==> config.mk <==
export PLATFORM = sky130hd
export DESIGN_NAME = qam_frame_sync_flat
export DESIGN_NICKNAME = d
export VERILOG_FILES = /design/src/rtl/qam_frame_sync_pkg.sv /design/src/rtl/qam_frame_sync_if.sv /design/src/rtl/qam_frame_sync_correlator.sv /design/src/rtl/qam_frame_sync.sv /design/src/flat_wrapper.sv
export SDC_FILE = /design/constraint.sdc
export NUM_CORES = 1
export LEC_CHECK = 0
export BUFFER_PORTS_ARGS = -buffer_cell sky130_fd_sc_hd__buf_4
export CAP_MARGIN = 20
export CELL_PAD_IN_SITES_DETAIL_PLACEMENT = 1
export CELL_PAD_IN_SITES_GLOBAL_PLACEMENT = 1
export CORE_MARGIN = 3
export CORE_UTILIZATION = 40
export CTS_CLUSTER_DIAMETER = 50
export DETAILED_ROUTE_END_ITERATION = 8
export PLACE_DENSITY_LB_ADDON = 0.1
export SYNTH_ARGS = -nofsm -noshare
export SYNTH_HDL_FRONTEND = slang
export SYNTH_SLANG_ARGS = --single-unit
==> constraint.sdc <==
create_clock -name clk -period 8.2 [get_ports clk]
set_clock_uncertainty 0.05 [all_clocks]
set_input_delay 2.46 -clock clk [delete_from_list [all_inputs] [get_ports clk]]
set_output_delay 2.46 -clock clk [all_outputs]
set_load 0.02 [all_outputs]
==> src/rtl/qam_frame_sync_pkg.sv <==
// rtl/qam_frame_sync_pkg.sv - shared types and QPSK slicer for the frame synchronizer
package qam_sync_pkg;

  typedef enum logic [1:0] {
    SEARCH   = 2'd0,
    HEAD     = 2'd1,
    WAIT_DEC = 2'd2,
    DECODING = 2'd3
  } sync_state_t;

  typedef logic [1:0] sym_t;

  // Gray QPSK decision from the sign bits; zero is treated as non-negative
  function automatic sym_t qpsk_slice(input logic i_msb, input logic q_msb);
    return {~i_msb, ~q_msb};
  endfunction

endpackage

==> src/rtl/qam_frame_sync_if.sv <==
// rtl/qam_frame_sync_if.sv - signed I/Q sample stream from the matched filter
interface qam_frame_sync_if #(
  parameter int W = 4
) ();
  logic                in_valid;
  logic signed [W-1:0] i_rx;
  logic signed [W-1:0] q_rx;

  modport master (output in_valid, output i_rx, output q_rx);
  modport slave  (input  in_valid, input  i_rx, input  q_rx);
endinterface

==> src/rtl/qam_frame_sync_correlator.sv <==
// rtl/qam_frame_sync_correlator.sv - symbol window vs preamble compare with registered popcount
module preamble_correlator #(
  parameter int                     PRE_LEN  = 8,
  parameter logic [2*PRE_LEN-1:0]   PREAMBLE = 16'hE4E4,
  localparam int                    CW       = $clog2(PRE_LEN + 1)
) (
  input  logic                   clk,
  input  logic                   reset,
  input  logic                   clear,
  input  logic [2*PRE_LEN-1:0]   win,
  output logic [CW-1:0]          match_cnt
);

  logic [CW-1:0] w_cnt;
  logic [CW-1:0] r_match_cnt;

  // count window positions whose symbol equals the expected preamble symbol
  always_comb begin
    w_cnt = '0;
    for (int k = 0; k < PRE_LEN; k++) begin
      if (win[2*k +: 2] == PREAMBLE[2*k +: 2]) begin
        w_cnt = w_cnt + CW'(1);
      end
    end
  end

  // register the count; clear forces zero so a stale window cannot fire right away
  always_ff @(posedge clk or negedge reset) begin
    if (!reset) begin
      r_match_cnt <= '0;
    end else if (clear) begin
      r_match_cnt <= '0;
    end else begin
      r_match_cnt <= w_cnt;
    end
  end

  assign match_cnt = r_match_cnt;

endmodule

==> src/rtl/qam_frame_sync.sv <==
// rtl/qam_frame_sync.sv - QPSK preamble frame synchronizer top (optional SYNC_TIMEOUT_EN)
module qam_frame_sync
  import qam_sync_pkg::*;
#(
  parameter int                     W        = 4,
  parameter int                     PRE_LEN  = 8,
  parameter logic [2*PRE_LEN-1:0]   PREAMBLE = 16'hE4E4,
  parameter int                     THRESH   = 7,
  parameter int                     TIMEOUT  = 64
) (
  input  logic                   clk,
  input  logic                   reset,
  qam_frame_sync_if.slave        rx,
  input  logic                   is_decoding,
  output sym_t                   sym_out,
  output logic                   sym_valid,
  output logic                   head_detected,
  output logic                   locked
);

  localparam int CW = $clog2(PRE_LEN + 1);

  logic [2*PRE_LEN-1:0] r_win;
  logic [CW-1:0]        r_fill;
  sym_t                 r_sym_out;
  logic                 r_sym_valid;
  sync_state_t          r_state;
  sync_state_t          w_next;
  sym_t                 w_sym;
  logic [CW-1:0]        w_match_cnt;
  logic                 w_full;
  logic                 w_clear;
  logic                 w_timeout;
  logic                 w_unused_lsbs;

  // only the sign bits drive the hard decision
  assign w_unused_lsbs = ^{rx.i_rx[W-2:0], rx.q_rx[W-2:0]};
  assign w_sym  = qpsk_slice(rx.i_rx[W-1], rx.q_rx[W-1]);
  assign w_full = (r_fill == CW'(PRE_LEN));

  // shift the symbol window and forward the tail symbol to the decoder
  always_ff @(posedge clk or negedge reset) begin
    if (!reset) begin
      r_win       <= '0;
      r_sym_out   <= '0;
      r_sym_valid <= 1'b0;
    end else if (rx.in_valid) begin
      r_win       <= {r_win[2*PRE_LEN-3:0], w_sym};
      r_sym_out   <= r_win[2*PRE_LEN-1 -: 2];
      r_sym_valid <= w_full;
    end else begin
      r_sym_valid <= 1'b0;
    end
  end

  // saturating count of symbols in the window since reset or last release
  always_ff @(posedge clk or negedge reset) begin
    if (!reset) begin
      r_fill <= '0;
    end else if (w_clear) begin
      r_fill <= '0;
    end else if (rx.in_valid && !w_full) begin
      r_fill <= r_fill + CW'(1);
    end
  end

  preamble_correlator #(
    .PRE_LEN  (PRE_LEN),
    .PREAMBLE (PREAMBLE)
  ) u_corr (
    .clk       (clk),
    .reset     (reset),
    .clear     (w_clear),
    .win       (r_win),
    .match_cnt (w_match_cnt)
  );

`ifdef SYNC_TIMEOUT_EN
  localparam int TW = (TIMEOUT > 1) ? $clog2(TIMEOUT) : 1;
  logic [TW-1:0] r_to_cnt;

  // cycles spent in WAIT_DEC; restarts from zero on every entry
  always_ff @(posedge clk or negedge reset) begin
    if (!reset) begin
      r_to_cnt <= '0;
    end else if (r_state == WAIT_DEC) begin
      r_to_cnt <= r_to_cnt + TW'(1);
    end else begin
      r_to_cnt <= '0;
    end
  end

  assign w_timeout = (r_to_cnt == TW'(TIMEOUT - 1));
`else
  localparam int unused_timeout = TIMEOUT;
  assign w_timeout = 1'b0;
`endif

  // state register
  always_ff @(posedge clk or negedge reset) begin
    if (!reset) begin
      r_state <= SEARCH;
    end else begin
      r_state <= w_next;
    end
  end

  // next-state logic; leaving lock clears fill and correlation
  always_comb begin
    w_next  = r_state;
    w_clear = 1'b0;
    case (r_state)
      SEARCH: begin
        if (w_full && (w_match_cnt >= CW'(THRESH)) && !is_decoding) begin
          w_next = HEAD;
        end
      end
      HEAD: begin
        w_next = WAIT_DEC;
      end
      WAIT_DEC: begin
        if (is_decoding) begin
          w_next = DECODING;
        end else if (w_timeout) begin
          w_next  = SEARCH;
          w_clear = 1'b1;
        end
      end
      DECODING: begin
        if (!is_decoding) begin
          w_next  = SEARCH;
          w_clear = 1'b1;
        end
      end
      default: begin
        w_next = SEARCH;
      end
    endcase
  end

  assign sym_out       = r_sym_out;
  assign sym_valid     = r_sym_valid;
  assign head_detected = (r_state == HEAD);
  assign locked        = (r_state != SEARCH);

endmodule

==> src/flat_wrapper.sv <==
// flat-port wrapper written by rule: the top's interface ports become plain ports
module qam_frame_sync_flat import qam_sync_pkg::*;
#(
  parameter int                     W        = 4,
  parameter int                     PRE_LEN  = 8,
  parameter logic [2*PRE_LEN-1:0]   PREAMBLE = 16'hE4E4,
  parameter int                     THRESH   = 7,
  parameter int                     TIMEOUT  = 64
)
  (clk, reset, is_decoding, sym_out, sym_valid, head_detected, locked, rx_in_valid, rx_i_rx, rx_q_rx);
  qam_frame_sync_if #(.W(W)) rx_i ();
  input  logic clk;
  input  logic reset;
  input  logic is_decoding;
  output sym_t sym_out;
  output logic sym_valid;
  output logic head_detected;
  output logic locked;
  input wire logic [$bits(rx_i.in_valid)-1:0] rx_in_valid;
  input wire logic [$bits(rx_i.i_rx)-1:0] rx_i_rx;
  input wire logic [$bits(rx_i.q_rx)-1:0] rx_q_rx;
  assign rx_i.in_valid = rx_in_valid;
  assign rx_i.i_rx = rx_i_rx;
  assign rx_i.q_rx = rx_q_rx;
  qam_frame_sync #(.W(W), .PRE_LEN(PRE_LEN), .PREAMBLE(PREAMBLE), .THRESH(THRESH), .TIMEOUT(TIMEOUT)) u_core (.clk(clk), .reset(reset), .rx(rx_i), .is_decoding(is_decoding), .sym_out(sym_out), .sym_valid(sym_valid), .head_detected(head_detected), .locked(locked));
endmodule
==> reports/qor.csv, run 1 <==
metric,value,unit
first-pass GRT wire length,5910,microns
HPWL after DPL,2690,microns
Nets,197,
max cap viols,0,
Final setup viols,0,
clk sinks,29,
cell family with most CP delay,adder cells,
Vias,1141,
starting density of the core,42.1,%
area growth from synthesis to layout,12.5,%
Die Y,71.3,microns
worst min path class,reg2reg,
RSZ-0062 raised after global routing,no,
WL final,3390,microns
multi-input logic area,928,sq um
CTS buffer count,5,
Remaining DRCs,0,
Core Box Area,4060,sq um
critical path peak fanout,4,
Post-Syn Area,1710,sq um
setup tns final,0,ns
Mapped Avg Cell Area,10.9,sq um
Required @ worst endpoint,8.28,ns
drt first pass iters,4,
Antenna Nets Post-Route,0,
IO Pins,17,
"commonest non-fill, non-tap cells in the layout","29 x dfrtp_1, 17 x mux2_2, 14 x ha_1",
CTS tree,yes,
status,completed,
layout cells sized above 1,24.0,%
count of hold-fix buffers inserted at cts,0,
DP Area,1830,sq um
DR vias/cell,5.16,
fillers,445,
initial antenna violation count,0,
Antenna diodes,0,
Slew headroom,53.6,%
crit-path cells,nor2_1 -> inv_1 -> ha_1 -> nor3b_1 -> a21o_2 -> ha_1 -> nor2_1 -> nor2_1 -> ha_1 -> nand2_1 -> o31ai_1 -> ha_1 -> and3b_1 -> a31oi_1 -> o31ai_2 -> ha_1 -> mux2_2 -> ha_1 -> nand3_1 -> xnor2_1 -> nor2_1,
Final Hold Fails,0,
VDD IR max,149,uV
GR Overflow Total,0,
max incr delay on CP,0.40,ns
CP Class,reg2reg,
CTS Buffer Depth,2,
maximum operating frequency,230,MHz
"most common cell after layout, fill and taps aside",dfrtp_1,
LEAKAGE,0.000895,uW
number of global-route vias before repair,1314,
Cell Pwr Density,352,nW/um^2
Worst path most repeated cell,ha_1,
"FF+latch count, synth",29,
die footprint,5090,sq um
CP startpoint kind,register,
post-synthesis sequential area ratio,42.5,%
worst path arrival time,4.42,ns
Slew Limit Fails,0,
Syn Nets,183,
GRT Util Overall,14.9,%
Synth top area share,42.5,%
Routability Congestion,0.814,
Yosys cell types,35,
storage element area,726,sq um
Clock transition at path regs,0.06,ns
Clk Tree Root Cell,clkbuf_8,
slowest CP cell,dfrtp_1,
fin crit share,52.9,%
largest net degree at the start of global routing,30,
H-tree levels,2,
site row count,23,
IO Port Bufs,10,
synth top area cells,"dfrtp_1 43%, mux2_2 11%, ha_1 10%",
Synth Warn #,0,
post-CTS repair timing setup buffer count,0,
post-synth top area cell,dfrtp_1,
Worst-Margin Slew,0.695,ns
1st-iter DRT viols,23,
Buf/Inv on CP,1,
Finished Cell Area,1920,sq um
CP endpoint kind,register,
die extent in x,71.3,microns
wire per inst,15.4,microns
crit path time final,4.34,ns
Synth Instances,157,
cts repair resizes,0,
"Clk Latency, worst-skew pair",0.27,ns
-- layer usage --
layer	part of all wire, %	vias up	routed length, microns	global-route usage, %
met5	0	-	0	0
met4	0.83	0	28	4.80
met3	3.6	3	122	4.63
met2	54	13	1830	27.6
met1	42	562	1420	16.1
li1	-	563	-	-
-- cell type report --
type                       count  share of cell area, %
sequential                    29                   37.8
tap                           50                   3.26
timing repair buffer          10                   3.91
multi-input combinational    114                   48.4
inverter                      11                   2.15
clock buffer                   7                   4.50
-- path summary, 6_finish.rpt --
| path | start | to | slack (ns) | cells after the start |
|---|---|---|---|---|
| setup / recovery | u_core.r_win[1]$_DFFE_PN0P_ | u_core.u_corr.match_cnt[2]$_DFF_PN0_ | 3.86 | 21 |
| hold / removal | u_core.r_win[0]$_DFFE_PN0P_ | u_core.r_win[0]$_DFFE_PN0P_ | 0.47 | 2 |
| setup reg to reg | u_core.r_win[1]$_DFFE_PN0P_ | u_core.u_corr.match_cnt[2]$_DFF_PN0_ | 3.86 | 21 |
| hold reg to reg | u_core.r_win[0]$_DFFE_PN0P_ | u_core.r_win[0]$_DFFE_PN0P_ | 0.47 | 2 |
| max in group asynchronous | reset | u_core.r_win[10]$_DFFE_PN0P_ | 5.77 | 1 |
| min in group asynchronous | reset | u_core.r_fill[3]$_DFFE_PN0P_ | 2.05 | 1 |
-- cells by family (layout without fill, tap and decap cells) --
family / after synthesis / in the layout / share of synthesized area, %
AND/OR/NAND/NOR: 45 / 45 / 13.8
flip-flops: 29 / 29 / 42.5
XOR/XNOR: 19 / 19 / 11.1
AO/OA/AOI/OAI: 18 / 18 / 7.48
multiplexers: 18 / 18 / 11.8
adder cells (fa/ha/maj): 14 / 14 / 10.3
buffers and inverters: 14 / 28 / 3.08
-- report_power, final --
| group | total (uW) | internal (uW) | switching (uW) |
|---|---|---|---|
| Combinational | 333 | 149 | 184 |
| Sequential | 229 | 190 | 39.1 |
| Clock | 113 | 66.3 | 46.4 |
-- synth_stat cells (all sizes together) --
cell type,n
a2111oi,1
a211oi,2
a21o,1
a21oi,2
a31oi,2
a41oi,1
and2,1
and3b,1
clkbuf,3
dfrtp,29
ha,14
inv,11
mux2,17
mux2i,1
nand2,12
nand2b,3
nand3,6
nand3b,3
nand4,2
nand4b,1
nor2,12
nor2b,2
nor3b,2
o21ai,6
o31ai,2
o41ai,1
xnor2,8
xnor3,1
xor2,10
-- flip-flops by register name, summed over array words and instances (netlist names) --
register,count
u_core.u_corr.match_cnt,4
u_core.sym_valid,1
u_core.r_win,16
u_core.sym_out,2
u_core.r_state,2
u_core.r_fill,4
-- through the flow --
stage               utilization, %  std cells  setup WS (ns)  hold WS, ns  total power (uW)
floorplan                        -        157           4.37        0.420               475
global placement              45.2        214           4.02        0.446               536
detailed placement            45.2        214           3.84        0.465               571
CTS                           47.3        221           3.82        0.479               688
global route                  47.3        221           3.45        0.499               743
finish                        47.3        221           3.86        0.473               675
-- worst min-delay path, stage by stage, from the launching register on --
cell,delay (ns)
dfrtp_1,0.36
nand2_1,0.06
o21ai_0,0.06
No activity file was read; power rests on OpenSTA's default activity.
==> run 2, diff against run 1 <==
- clock period: 8.2 -> 3.8 ns (I/O delays scaled with it)
==> run 2 against run 1 <==
  * The flow now finishes with violations (negative setup slack)
  * Critical path depth stayed put
  * Hold slack improved by 0.0077 ns
  * Clock-buffer cell count unchanged
  * Sequential power up 120%
  * Final cell count increased by 7.7%
  * Critical endpoint unchanged
  * Largest cell class unchanged
  * Highest routed layer unchanged
==> reports/qor.csv, run 2 (synthesized netlist as in run 1, its figures left out) <==
metric,value,unit,change
CTS tree,yes,,unchanged
Internal Power,1120,uW,was 406 uW
initial antenna violation count,0,,unchanged
crit path time final,3.86,ns,was 4.34 ns
IO Pins,17,,unchanged
fin crit share,102,%,was 52.9%
Slew Limit Fails,0,,unchanged
Clock power frac,13.7,%,was 16.7%
number of global-route vias before repair,1435,,was 1314
1st-iter DRT viols,25,,was 23
hold path start,u_core.sym_out[0]$_DFFE_PN0P_,,was u_core.r_win[0]$_DFFE_PN0P_
Routability Congestion,0.792,,was 0.814
multi-input logic area,1090,sq um,was 928 sq um
storage element area,726,sq um,unchanged
CTS Buffer Depth,2,,unchanged
Slew headroom,54.5,%,was 53.6%
Final setup viols,3,,was 0
site row count,23,,unchanged
critical path peak fanout,2,,was 4
Antenna Nets Post-Route,0,,unchanged
die extent in x,71.3,microns,unchanged
Worst-Margin Slew,0.681,ns,was 0.695 ns
LEAKAGE,0.00101,uW,was 0.000895 uW
Die Y,71.3,microns,unchanged
Vias,1226,,was 1141
"most common cell after layout, fill and taps aside",dfrtp_1,,unchanged
VDD IR max,290,uV,was 149 uV
max cap viols,0,,unchanged
Clk Tree Root Cell,clkbuf_8,,unchanged
Pwr Total,1850,uW,was 675 uW
CP Class,reg2reg,,unchanged
Core Box Area,4060,sq um,unchanged
H-tree levels,2,,unchanged
wire per inst,15.5,microns,was 15.4 microns
status,"complete, but fails checks",,was completed
"Clk Latency, worst-skew pair",0.28,ns,was 0.27 ns
area growth from synthesis to layout,29.4,%,was 12.5%
max reg flops,16,,unchanged
HPWL after DPL,2590,microns,was 2690 microns
DR vias/cell,5.15,,was 5.16
CTS buffer count,5,,unchanged
CP startpoint kind,register,,unchanged
layout cells sized above 1,40.4,%,was 24.0%
Logic pwr share,59.1,%,was 49.3%
clk sinks,29,,unchanged
Place WS,-0.397,ns,was 3.84 ns
Nets,214,,was 197
RSZ-0062 raised after global routing,yes,,was no
die footprint,5090,sq um,unchanged
maximum operating frequency,259,MHz,was 230 MHz
CP endpoint kind,register,,unchanged
IO Port Bufs,10,,unchanged
R2R Path Start,u_core.r_win[1]$_DFFE_PN0P_,,unchanged
fin worst setup slack,-0.0636,ns,was 3.86 ns
count of hold-fix buffers inserted at cts,0,,unchanged
worst path arrival time,3.95,ns,was 4.42 ns
starting density of the core,42.1,%,unchanged
Clock transition at path regs,0.06,ns,about the same
GRT Util Overall,16.4,%,was 14.9%
Antenna diodes,0,,unchanged
Cell Pwr Density,836,nW/um^2,was 352 nW/um^2
Largest Register,u_core.r_win,,unchanged
Required @ worst endpoint,3.89,ns,was 8.28 ns
WL final,3690,microns,was 3390 microns
Remaining DRCs,0,,unchanged
switching power,732,uW,was 269 uW
first-pass GRT wire length,6440,microns,was 5910 microns
GR Overflow Total,0,,unchanged
failing checks,negative setup slack,,
Final Hold Fails,0,,unchanged
Critical Path Start,u_core.r_win[1]$_DFFE_PN0P_,,unchanged
setup tns final,-0.133,ns,was 0 ns
Reg power frac,27.2,%,was 34.0%
switching part of the total power,39.6,%,was 39.9%
worst min path class,reg2reg,,unchanged
fillers,454,,was 445
"commonest non-fill, non-tap cells in the layout","29 x dfrtp_1, 26 x buf_4, 16 x mux2_2",,"was 29 x dfrtp_1, 17 x mux2_2, 14 x ha_1"
largest net degree at the start of global routing,30,,unchanged
drt first pass iters,3,,was 4
run 2: cell count changes in the layout (fill, tap and decap cells not counted), sizes merged:
cell / delta
buf: +17
run 2: area by class of cell:
type,instances,share of cell area (%)
inverters,11,1.87
repair buffers,27,9.35
well taps,50,2.83
clock buffers,7,3.91
flip-flops and latches,29,32.9
multi-input cells,114,49.2
run 2: routing by layer:
metal	track usage [%]	share of wire (%)	vias to the layer above
met5	0	0	-
met4	4.38	0.98	0
met3	5.05	3.1	6
met2	30.9	55	13
met1	17.6	41	607
li1	-	-	600
run 2: worst max-delay path, cell delays in order, from the launching register on:
cell	delay, ns
dfrtp_1	0.39
nor2_2	0.16
inv_1	0.06
ha_2	0.19
nor3b_4	0.20
a21o_2	0.14
ha_4	0.20
nor2_4	0.13
nor2_4	0.05
ha_4	0.29
nand2_2	0.05
o31ai_2	0.07
ha_1	0.25
and3b_1	0.19
a31oi_1	0.17
o31ai_2	0.11
ha_1	0.33
mux2_4	0.29
ha_4	0.17
nand3_4	0.08
xnor2_2	0.10
nor2_1	0.05
run 2: power by group through the flow:
stage                     Sequential, uW  Combinational [uW]  Clock (uW)
after floorplan                      486                 541           0
after global placement               490                 723           0
after detailed placement             498                 786           0
after CTS                            497                1030         260
after global routing                 515                1210         279
final                                502                1090         253
run 2: final timing paths:
kind	slack, ns	cells past startpoint	endpoint
max	-0.06	21	u_core.u_corr.match_cnt[2]$_DFF_PN0_
min reg2reg	0.48	1	u_core.sym_out[0]$_DFFE_PN0P_
max reg2reg	-0.06	21	u_core.u_corr.match_cnt[2]$_DFF_PN0_
min in group asynchronous	0.73	1	u_core.r_state[0]$_DFFE_PN0P_
min	0.48	1	u_core.sym_out[0]$_DFFE_PN0P_
max in group asynchronous	2.69	1	u_core.r_fill[3]$_DFFE_PN0P_
run 2: what timing repair did:
action                     in CTS  in global routing
cloned                          0                  0
resized for setup              17                 10
pin swaps                      13                 12
setup buffers                   7                  0
setup endpoints to repair       3                  3
run 2: through the flow:
| stage | utilization [%] | hold WS (ns) | cells | area, sq um |
|---|---|---|---|---|
| 2_1_floorplan | - | 0.420 | 157 | 1710 |
| 3_3_place_gp | 47.3 | 0.446 | 225 | 1920 |
| 3_5_place_dp | 47.3 | 0.466 | 225 | 1920 |
| 4_1_cts | 53.0 | 0.480 | 239 | 2150 |
| 5_1_grt | 54.4 | 0.508 | 238 | 2210 |
| 6_report | 54.4 | 0.481 | 238 | 2210 |
